**src/rtl/btn_event_arbiter.sv**
```systemverilog
// Button event arbiter: latches rising edges from four level requests,
// offers them one at a time to a consumer with fixed priority (bit0 first),
// waits for an acknowledge (with optional timeout), then enforces a lockout.
module btn_event_arbiter #(
  parameter int HOLDOFF     = 25000000,
  parameter int ACK_TIMEOUT = 50000000
) (
  input  logic       clk,
  input  logic       rst,
  input  logic [3:0] req_in,
  input  logic       ev_ack,
  output logic       ev_valid,
  output logic [1:0] ev_id,
  output logic [3:0] pending,
  output logic       busy,
  output logic       drop
);

  localparam int HW = $clog2(HOLDOFF + 1);
  localparam int GW = (ACK_TIMEOUT > 0) ? $clog2(ACK_TIMEOUT + 1) : 1;
  localparam logic [HW-1:0] HOLD_LAST  = HW'(HOLDOFF - 1);
  localparam logic [GW-1:0] GRANT_LAST = GW'((ACK_TIMEOUT > 0) ? ACK_TIMEOUT - 1 : 0);

  typedef enum logic [1:0] {
    IDLE  = 2'd0,
    GRANT = 2'd1,
    HOLD  = 2'd2
  } state_t;

  state_t          state, state_next;
  logic [3:0]      req_prev;
  logic [3:0]      rise;
  logic [3:0]      clr;
  logic [1:0]      sel;
  logic [3:0]      pending_next;
  logic            ev_valid_next;
  logic [1:0]      ev_id_next;
  logic            drop_next;
  logic [GW-1:0]   grant_cnt, grant_cnt_next;
  logic [HW-1:0]   hold_cnt, hold_cnt_next;

  // Busy is a pure decode of the state; all other outputs are registered.
  assign busy = (state != IDLE);

  // Next-state, counter and output computation for the arbiter FSM.
  // NOTE: every variable gets a default first so no path leaves one unassigned
  // (an unassigned path in always_comb would infer a latch).
  always_comb begin
    state_next     = state;
    ev_valid_next  = ev_valid;
    ev_id_next     = ev_id;
    drop_next      = 1'b0;
    grant_cnt_next = grant_cnt;
    hold_cnt_next  = hold_cnt;
    clr            = 4'b0000;
    sel            = 2'd0;
    rise           = req_in & ~req_prev;

    // Lowest index wins: scan high to low so the last hit is the lowest bit.
    for (int i = 3; i >= 0; i--) begin
      if (pending[i]) sel = 2'(i);
    end

    case (state)
      IDLE: begin
        if (|pending) begin
          state_next     = GRANT;
          ev_valid_next  = 1'b1;
          ev_id_next     = sel;
          clr[sel]       = 1'b1;
          grant_cnt_next = '0;
        end
      end
      GRANT: begin
        if (ev_ack) begin
          state_next    = HOLD;
          ev_valid_next = 1'b0;
          hold_cnt_next = '0;
        end else if ((ACK_TIMEOUT != 0) && (grant_cnt == GRANT_LAST)) begin
          state_next    = HOLD;
          ev_valid_next = 1'b0;
          drop_next     = 1'b1;
          hold_cnt_next = '0;
        end else if (ACK_TIMEOUT != 0) begin
          grant_cnt_next = grant_cnt + 1'b1;
        end
      end
      HOLD: begin
        if (hold_cnt == HOLD_LAST) begin
          state_next = IDLE;
        end else begin
          hold_cnt_next = hold_cnt + 1'b1;
        end
      end
      default: begin
        state_next    = IDLE;
        ev_valid_next = 1'b0;
      end
    endcase

    // A new edge on the bit being granted takes precedence over its clear.
    pending_next = (pending & ~clr) | rise;
  end

  // State and output registers with synchronous reset.
  // NOTE: sequential state uses non-blocking assignments so every register
  // samples the pre-edge values regardless of statement order.
  always_ff @(posedge clk) begin
    if (rst) begin
      state     <= IDLE;
      req_prev  <= req_in;  // buttons held through reset produce no edge
      pending   <= 4'b0000;
      ev_valid  <= 1'b0;
      ev_id     <= 2'd0;
      drop      <= 1'b0;
      grant_cnt <= '0;
      hold_cnt  <= '0;
    end else begin
      state     <= state_next;
      req_prev  <= req_in;
      pending   <= pending_next;
      ev_valid  <= ev_valid_next;
      ev_id     <= ev_id_next;
      drop      <= drop_next;
      grant_cnt <= grant_cnt_next;
      hold_cnt  <= hold_cnt_next;
    end
  end

endmodule
```
**config.mk**
```make
export PLATFORM = sky130hd
export DESIGN_NAME = btn_event_arbiter
export DESIGN_NICKNAME = d
export VERILOG_FILES = /design/src/rtl/btn_event_arbiter.sv
export SDC_FILE = /design/constraint.sdc
export NUM_CORES = 1
export LEC_CHECK = 0
export CORE_MARGIN = 2
export CORE_UTILIZATION = 35
export CTS_BUF_LIST = sky130_fd_sc_hd__clkbuf_8
export CTS_CLUSTER_DIAMETER = 120
export DETAILED_ROUTE_END_ITERATION = 8
export MAX_ROUTING_LAYER = met4
export PLACE_DENSITY = 0.52
export SYNTH_ARGS = -nofsm -noshare
export SYNTH_HDL_FRONTEND = slang
export SYNTH_SLANG_ARGS = --single-unit
```
**constraint.sdc**
```tcl
create_clock -name clk -period 5.2 [get_ports clk]
set_clock_uncertainty 0.2 [all_clocks]
set_input_delay 1.04 -clock clk [delete_from_list [all_inputs] [get_ports clk]]
set_output_delay 1.04 -clock clk [all_outputs]
set_load 0.005 [all_outputs]
```
* Yosys cells after proc, flatten, opt, wreduce, memory -nomap -nowiden
Index checks and enable logic that the tools add are counted.
Widths: inputs -> output; s select.
** Word-level totals
- Register bits :: 65
- Bits in latches :: 0
- Memory bits (writable) :: 0
- Memory bits (read-only) :: 0
- Input bits :: 7
- Output and inout port bits :: 9
- Memories :: 0
** Operators by class
- $add $sub $neg :: 2
- Multiply operators :: 0
- Divide/modulo/power cells :: 0
- $lt $le $gt $ge :: 2
- Eq/ne operators :: 10
- Shifts and indexed selects :: 0
- Muxes and demuxes :: 26
- Bitwise logic cells :: 7
- Reductions and logical operators :: 12
** Operator list (number)
- $mux 26 :: 3
- $mux 25 :: 3
- $pmux 26 s2 :: 1
- $pmux 25 s2 :: 1
- $add 26x1->26 const B :: 1
- $eq 26x26->1 const B :: 1
- $add 25x1->25 const B :: 1
- $eq 25x25->1 const B :: 1
- $mux 2 :: 8
- $ne 2x2->1 const B :: 5
- $reduce_and 3->1 :: 3
- $and 4x4->4 :: 2
- $mux 4 :: 2
- $not 4->4 :: 2
- $pmux 2 s3 :: 1
- $reduce_bool 2->1 :: 3
- $mux 1 :: 5
- $or 4x4->4 :: 1
- $reduce_and 4->1 :: 1
- $reduce_or 4->1 :: 1
- $lt 2x3->1 const B :: 1
- $ne 3x3->1 const B :: 1
- $pmux 1 s3 :: 1
- $reduce_or 3->1 :: 1
- other kinds (8) :: 9

* Depth between registers and ports, before layout
- Depth in word-level cells :: 13
- Mapped depth :: 9
- Mapped depth without buffers :: 6

* Worst setup path after synthesis
No wires, ideal clock.
- Path type :: input to register
- Start point :: in rst
- End point :: reg grant_cnt[7]
- Arrival :: 2.261 ns
- Required time :: 4.926 ns
- Setup slack :: 2.665 ns
- Stages :: 7
- Cell sequence :: buf_2 or3_1 clkbuf_1 a21oi_4 buf_4 a21oi_1 a31oi_1
** RTL lines
- start, declared :: line 9 : input logic rst,
- end signal, assigned :: line 125 : grant_cnt <= grant_cnt_next;
- end, declared :: line 39 : logic [GW-1:0] grant_cnt, grant_cnt_next;

==> run summary <==
The flow ran to the end, and the final reports show no timing, DRC or antenna violations. The growth of design area from synthesis to finish was 11.8%; the final worst hold slack was 254 ps. The floorplan step set the die width to 104 um. Counting the fill cells in the layout gives 1013. The signal on the critical path passes through clkdlybuf4s50_1 > buf_4 > inv_1 > and2_1 > o21ai_4 > o41ai_1 > a31o_1. The run gives 0.00120 uW as the leakage dissipation. Most common flop cell mapped by yosys: sky130_fd_sc_hd__dfxtp_1. For this design the top-level I/O count stands at 16. The logs give 0 for the number of pins with negative max-slew slack in the final report and 1300 um^2 for the sequential cell area.

The cell area power density was 284 nW/um^2; the total die area was 10800 um^2. Max-cap violations in this run came to 0. The tools report the met2 usage in global routing as 27.3%. TritonCTS built the clock tree.

Summing all multi-input logic gate instances after layout gives 2020 um^2. The final critical-path required period is 3260 ps, and the fraction of met1 tracks used by global routing is 21.6%. Fraction of the yosys area taken by sequential cells: 37.3%. The worst register-to-register path ends at hold_cnt[14].

The tools report the initial antenna violation count as 0. For this run, the number of standard cells in the final layout without fillers is 559. The tools report the final standard cell area without fillers as 3900 um^2. At the end of the flow, the number of nets in the layout was 430. The flip-flop and latch count after synthesis was 65; the placed instance count was 543. In the final layout, the share of cells above drive strength 1 is 9.86%.

In this run the most critical hold path is launched from ev_id[1]. The tools report the number of distinct library cells after synthesis as 60. The first global-routing pass estimated 14600 um of wire. The share of synthesized registers carrying an async set or reset is 0%.

Data on the critical path arrives at its endpoint at 3350 ps. In the synthesized netlist, the number of instances is 415. The path class of the tightest hold or removal check is flop to flop. Counting along the longest clock path gives a buffer depth of 2. The startpoint identified for the worst register-to-register timing path is state[1]. The floorplan has 36 rows. The critical path endpoint category is a flop. The tools report the startpoint kind of the worst setup timing path as a primary input.

Each instance of the synthesized netlist takes up on average 8.40 um^2. From bottom edge to top edge, the die measures 104 um. The critical path runs through a total of 7 cells.

For this configuration, the core starts out at a cell density of 35.8%. At the pin with the least slew margin, the transition time is 851 ps. The buffer and inverter count on the worst path came out at 3.

Setup repair after global routing left no endpoint under its margin. Grouping stages by cell kind, the critical path spends the most delay in compound AO/OA/AOI/OAI gates. Cell area after technology mapping: 3490 um^2. The residual DRC count was 0; the hold buffer count at cts was 0.

The logs give 8650 um for the sum of routed wire length over all layers and 0 ps for the summed negative setup slack over all endpoints. In the routed layout, each cell is associated on average with a via count of 5.72. The most used routing layer in global routing is met2. The tools report the library cell used as clock root buffer as sky130_fd_sc_hd__clkbuf_8. The logs give 2892 for the number of global-route vias before repair and 340 ps for the later-pin clock latency in the skew report. Cells fill 40.1% of the core in the end.

For the buffer count from post-CTS setup fixing, the log shows 0. Counting every sink on the clock net gives 65. When the netlist entered floorplanning its net count stood at 424. Counting cells, the worst reg-to-reg path comes to 5. The logs give 165 for the DRC violation total after the first TritonRoute iteration and 0 for the residual overflow from global routing. Post-CTS repair changed the size of 0 cells.

The fraction of the cycle the final worst path needs was 62.7%; the post-detailed-placement cell area was 3700 um^2. The tools report the number of setup violations in the final report as 0. Detailed placement ended at an HPWL of 6070 um.

The clock-pin slew on the worst setup and hold paths is 70 ps, and the weighted congestion reported at the end of routability-driven placement is 0.846. In the final routed layout, each cell accounts on average for 15.5 um. Fmax: 0.307 GHz.

In the global route stage, met3 resource usage came out at 3.84%. The Yosys step of the flow raised 0 warnings. The tools report the number of hold violations in the final report as 0.

The count of vias placed by the detailed router is 3199. The number of flops mapped to enable cells by yosys came out at 0. The depth of the worst hold-timing path is 2, and the overall global routing resource usage is 16.9%. The core box area is 9730 um^2, and the largest stage delay on the critical path is 680 ps. Along the worst path, the maximum fanout reaches 22. The count of TritonRoute iterations in the first routing pass is 5. The normalized max-slew margin was 43.3%; the peak supply drop was 0.171 mV. The repair_antennas step left the layout with diodes totalling 0. The maximum number of pins on one net before global-route repair came out at 23. In this run the number of H-tree levels came out at 3. For hold timing, the worst endpoint is ev_id[1]. Once detail routing completed, the nets flagged for antenna violations numbered 0. STA puts the critical path data required time at 5290 ps.

The type of the setup path with the least slack was primary input to flop. The cell with the largest stage delay on the worst path was sky130_fd_sc_hd__and2_1. In this run, CTS created clock tree buffers numbering 9. In this run the register-to-register setup slack is 2300 ps. The number of buffers inserted by port buffering works out to 15.
## placed cells by master (no fill, tap or decap), types with 3 or more instances in the layout
cell type / Yosys / final
sky130_fd_sc_hd__o211ai_1: 13 / 13
sky130_fd_sc_hd__o2111ai_1: 3 / 3
sky130_fd_sc_hd__and2_1: 3 / 3
sky130_fd_sc_hd__o21ai_0: 25 / 25
sky130_fd_sc_hd__clkbuf_8: 0 / 10
sky130_fd_sc_hd__buf_4: 3 / 3
sky130_fd_sc_hd__a41oi_1: 3 / 3
sky130_fd_sc_hd__o21ai_1: 7 / 7
sky130_fd_sc_hd__nand4b_1: 3 / 3
sky130_fd_sc_hd__nor4_1: 3 / 3
sky130_fd_sc_hd__and4_1: 8 / 8
sky130_fd_sc_hd__dfxtp_1: 65 / 65
sky130_fd_sc_hd__inv_1: 10 / 11
sky130_fd_sc_hd__nand2b_1: 3 / 3
sky130_fd_sc_hd__o31ai_1: 5 / 5
sky130_fd_sc_hd__mux2i_1: 3 / 3
sky130_fd_sc_hd__nor2_1: 26 / 26
sky130_fd_sc_hd__nand2_1: 36 / 36
sky130_fd_sc_hd__and3_1: 11 / 11
sky130_fd_sc_hd__nand4_1: 16 / 16
sky130_fd_sc_hd__a31o_2: 3 / 3
sky130_fd_sc_hd__clkdlybuf4s50_1: 0 / 15
sky130_fd_sc_hd__a31o_1: 12 / 12
sky130_fd_sc_hd__nor2b_1: 5 / 5
sky130_fd_sc_hd__a31oi_1: 11 / 11
sky130_fd_sc_hd__o41a_1: 3 / 3
sky130_fd_sc_hd__a21oi_1: 28 / 28
sky130_fd_sc_hd__o41ai_1: 10 / 10
sky130_fd_sc_hd__nand3b_1: 4 / 4
sky130_fd_sc_hd__o21a_1: 3 / 3
sky130_fd_sc_hd__or3_1: 3 / 3
sky130_fd_sc_hd__nand3_1: 25 / 25
sky130_fd_sc_hd__nor3_1: 6 / 6
## flip-flops by register name, indices dropped and copies added (netlist names)
register and flops:
drop 1, ev_id 2, ev_valid 1, grant_cnt 26, hold_cnt 25, pending 4
req_prev 4, state 2
## worst max-delay path by stage
stage	from	end	slack (ps)
floorplan	rst	grant_cnt[7]	2660
global placement	rst	hold_cnt[23]	1590
detailed placement	rst	hold_cnt[14]	1540
CTS	rst	hold_cnt[14]	1890
global route	rst	hold_cnt[21]	1670
finish	rst	hold_cnt[14]	1940
## cells in the mapped netlist (3+ instances only)
cell,instances,share of area [%]
sky130_fd_sc_hd__nand3_1,25,3.6
sky130_fd_sc_hd__nand2_1,36,3.9
sky130_fd_sc_hd__a31oi_1,11,2.0
sky130_fd_sc_hd__o21ai_0,25,3.6
sky130_fd_sc_hd__nor2b_1,5,0.90
sky130_fd_sc_hd__o41ai_1,10,2.5
sky130_fd_sc_hd__nand3b_1,4,0.86
sky130_fd_sc_hd__dfxtp_1,65,37
sky130_fd_sc_hd__a21oi_1,28,4.0
sky130_fd_sc_hd__mux2i_1,3,0.86
sky130_fd_sc_hd__o41a_1,3,0.97
sky130_fd_sc_hd__o21a_1,3,0.65
sky130_fd_sc_hd__and2_1,3,0.54
sky130_fd_sc_hd__inv_1,10,1.1
sky130_fd_sc_hd__and4_1,8,2.0
sky130_fd_sc_hd__or3_1,3,0.54
sky130_fd_sc_hd__a31o_1,12,3.0
sky130_fd_sc_hd__nand4b_1,3,0.75
sky130_fd_sc_hd__a31o_2,3,0.75
sky130_fd_sc_hd__nor3_1,6,0.86
sky130_fd_sc_hd__o211ai_1,13,2.8
sky130_fd_sc_hd__and3_1,11,2.0
sky130_fd_sc_hd__a41oi_1,3,0.75
sky130_fd_sc_hd__nand2b_1,3,0.54
sky130_fd_sc_hd__o2111ai_1,3,0.75
sky130_fd_sc_hd__nor4_1,3,0.54
sky130_fd_sc_hd__o31ai_1,5,1.1
sky130_fd_sc_hd__o21ai_1,7,1.0
sky130_fd_sc_hd__nor2_1,26,2.8
sky130_fd_sc_hd__buf_4,3,0.65
sky130_fd_sc_hd__nand4_1,16,2.9
sky130_fd_sc_hd__buf_2,8,1.1
sky130_fd_sc_hd__clkbuf_1,10,1.1
## layout make-up
type                            instances  area share [%]
Clock buffer                           10            3.53
Clock inverter                          6            1.51
Inverter                               10           0.963
Multi-Input combinational cell        317            51.9
Sequential cell                        65            33.4
Tap cell                              133            4.27
Timing Repair Buffer                   18            4.43
## metal layers
| metal | routed length (um) | up-vias |
|---|---|---|
| li1 | - | 1617 |
| met3 | 240 | 13 |
| met4 | 132 | 0 |
| met5 | 0 | - |
| met2 | 4130 | 42 |
| met1 | 4140 | 1527 |
## tightest hold or removal path: stages, from the launching register on
cell	delay, ps
sky130_fd_sc_hd__dfxtp_1	310
sky130_fd_sc_hd__inv_1	50
sky130_fd_sc_hd__a21oi_1	50
## kinds of logic (layout without fill, tap and decap cells)
| logic type | Yosys count | in the layout | synth area share (%) |
|---|---|---|---|
| and+or+nand+nor | 167 | 167 | 26.7 |
| AOI/OAI and AO/OA | 144 | 144 | 29.5 |
| DFF | 65 | 65 | 37.3 |
| buffers and inverters | 33 | 44 | 4.59 |
| muxes | 3 | 3 | 0.861 |
| adders and majority gates | 2 | 2 | 0.718 |
| xor gates and xnor gates | 1 | 1 | 0.251 |
## through the flow
stage	setup WS, ps	power, uW
after floorplan	2660	643
after global placement	1590	693
after detailed placement	1540	694
after CTS	1890	1120
after global routing	1670	1170
final	1940	1110
## report_power, final
group          leakage [uW]  switching (uW)  total [uW]  internal, uW
clock             0.0000995             196         427           231
combinational      0.000579             101         158          57.0
sequential         0.000527            13.8         523           510
Power figures use the tool's default switching activity.
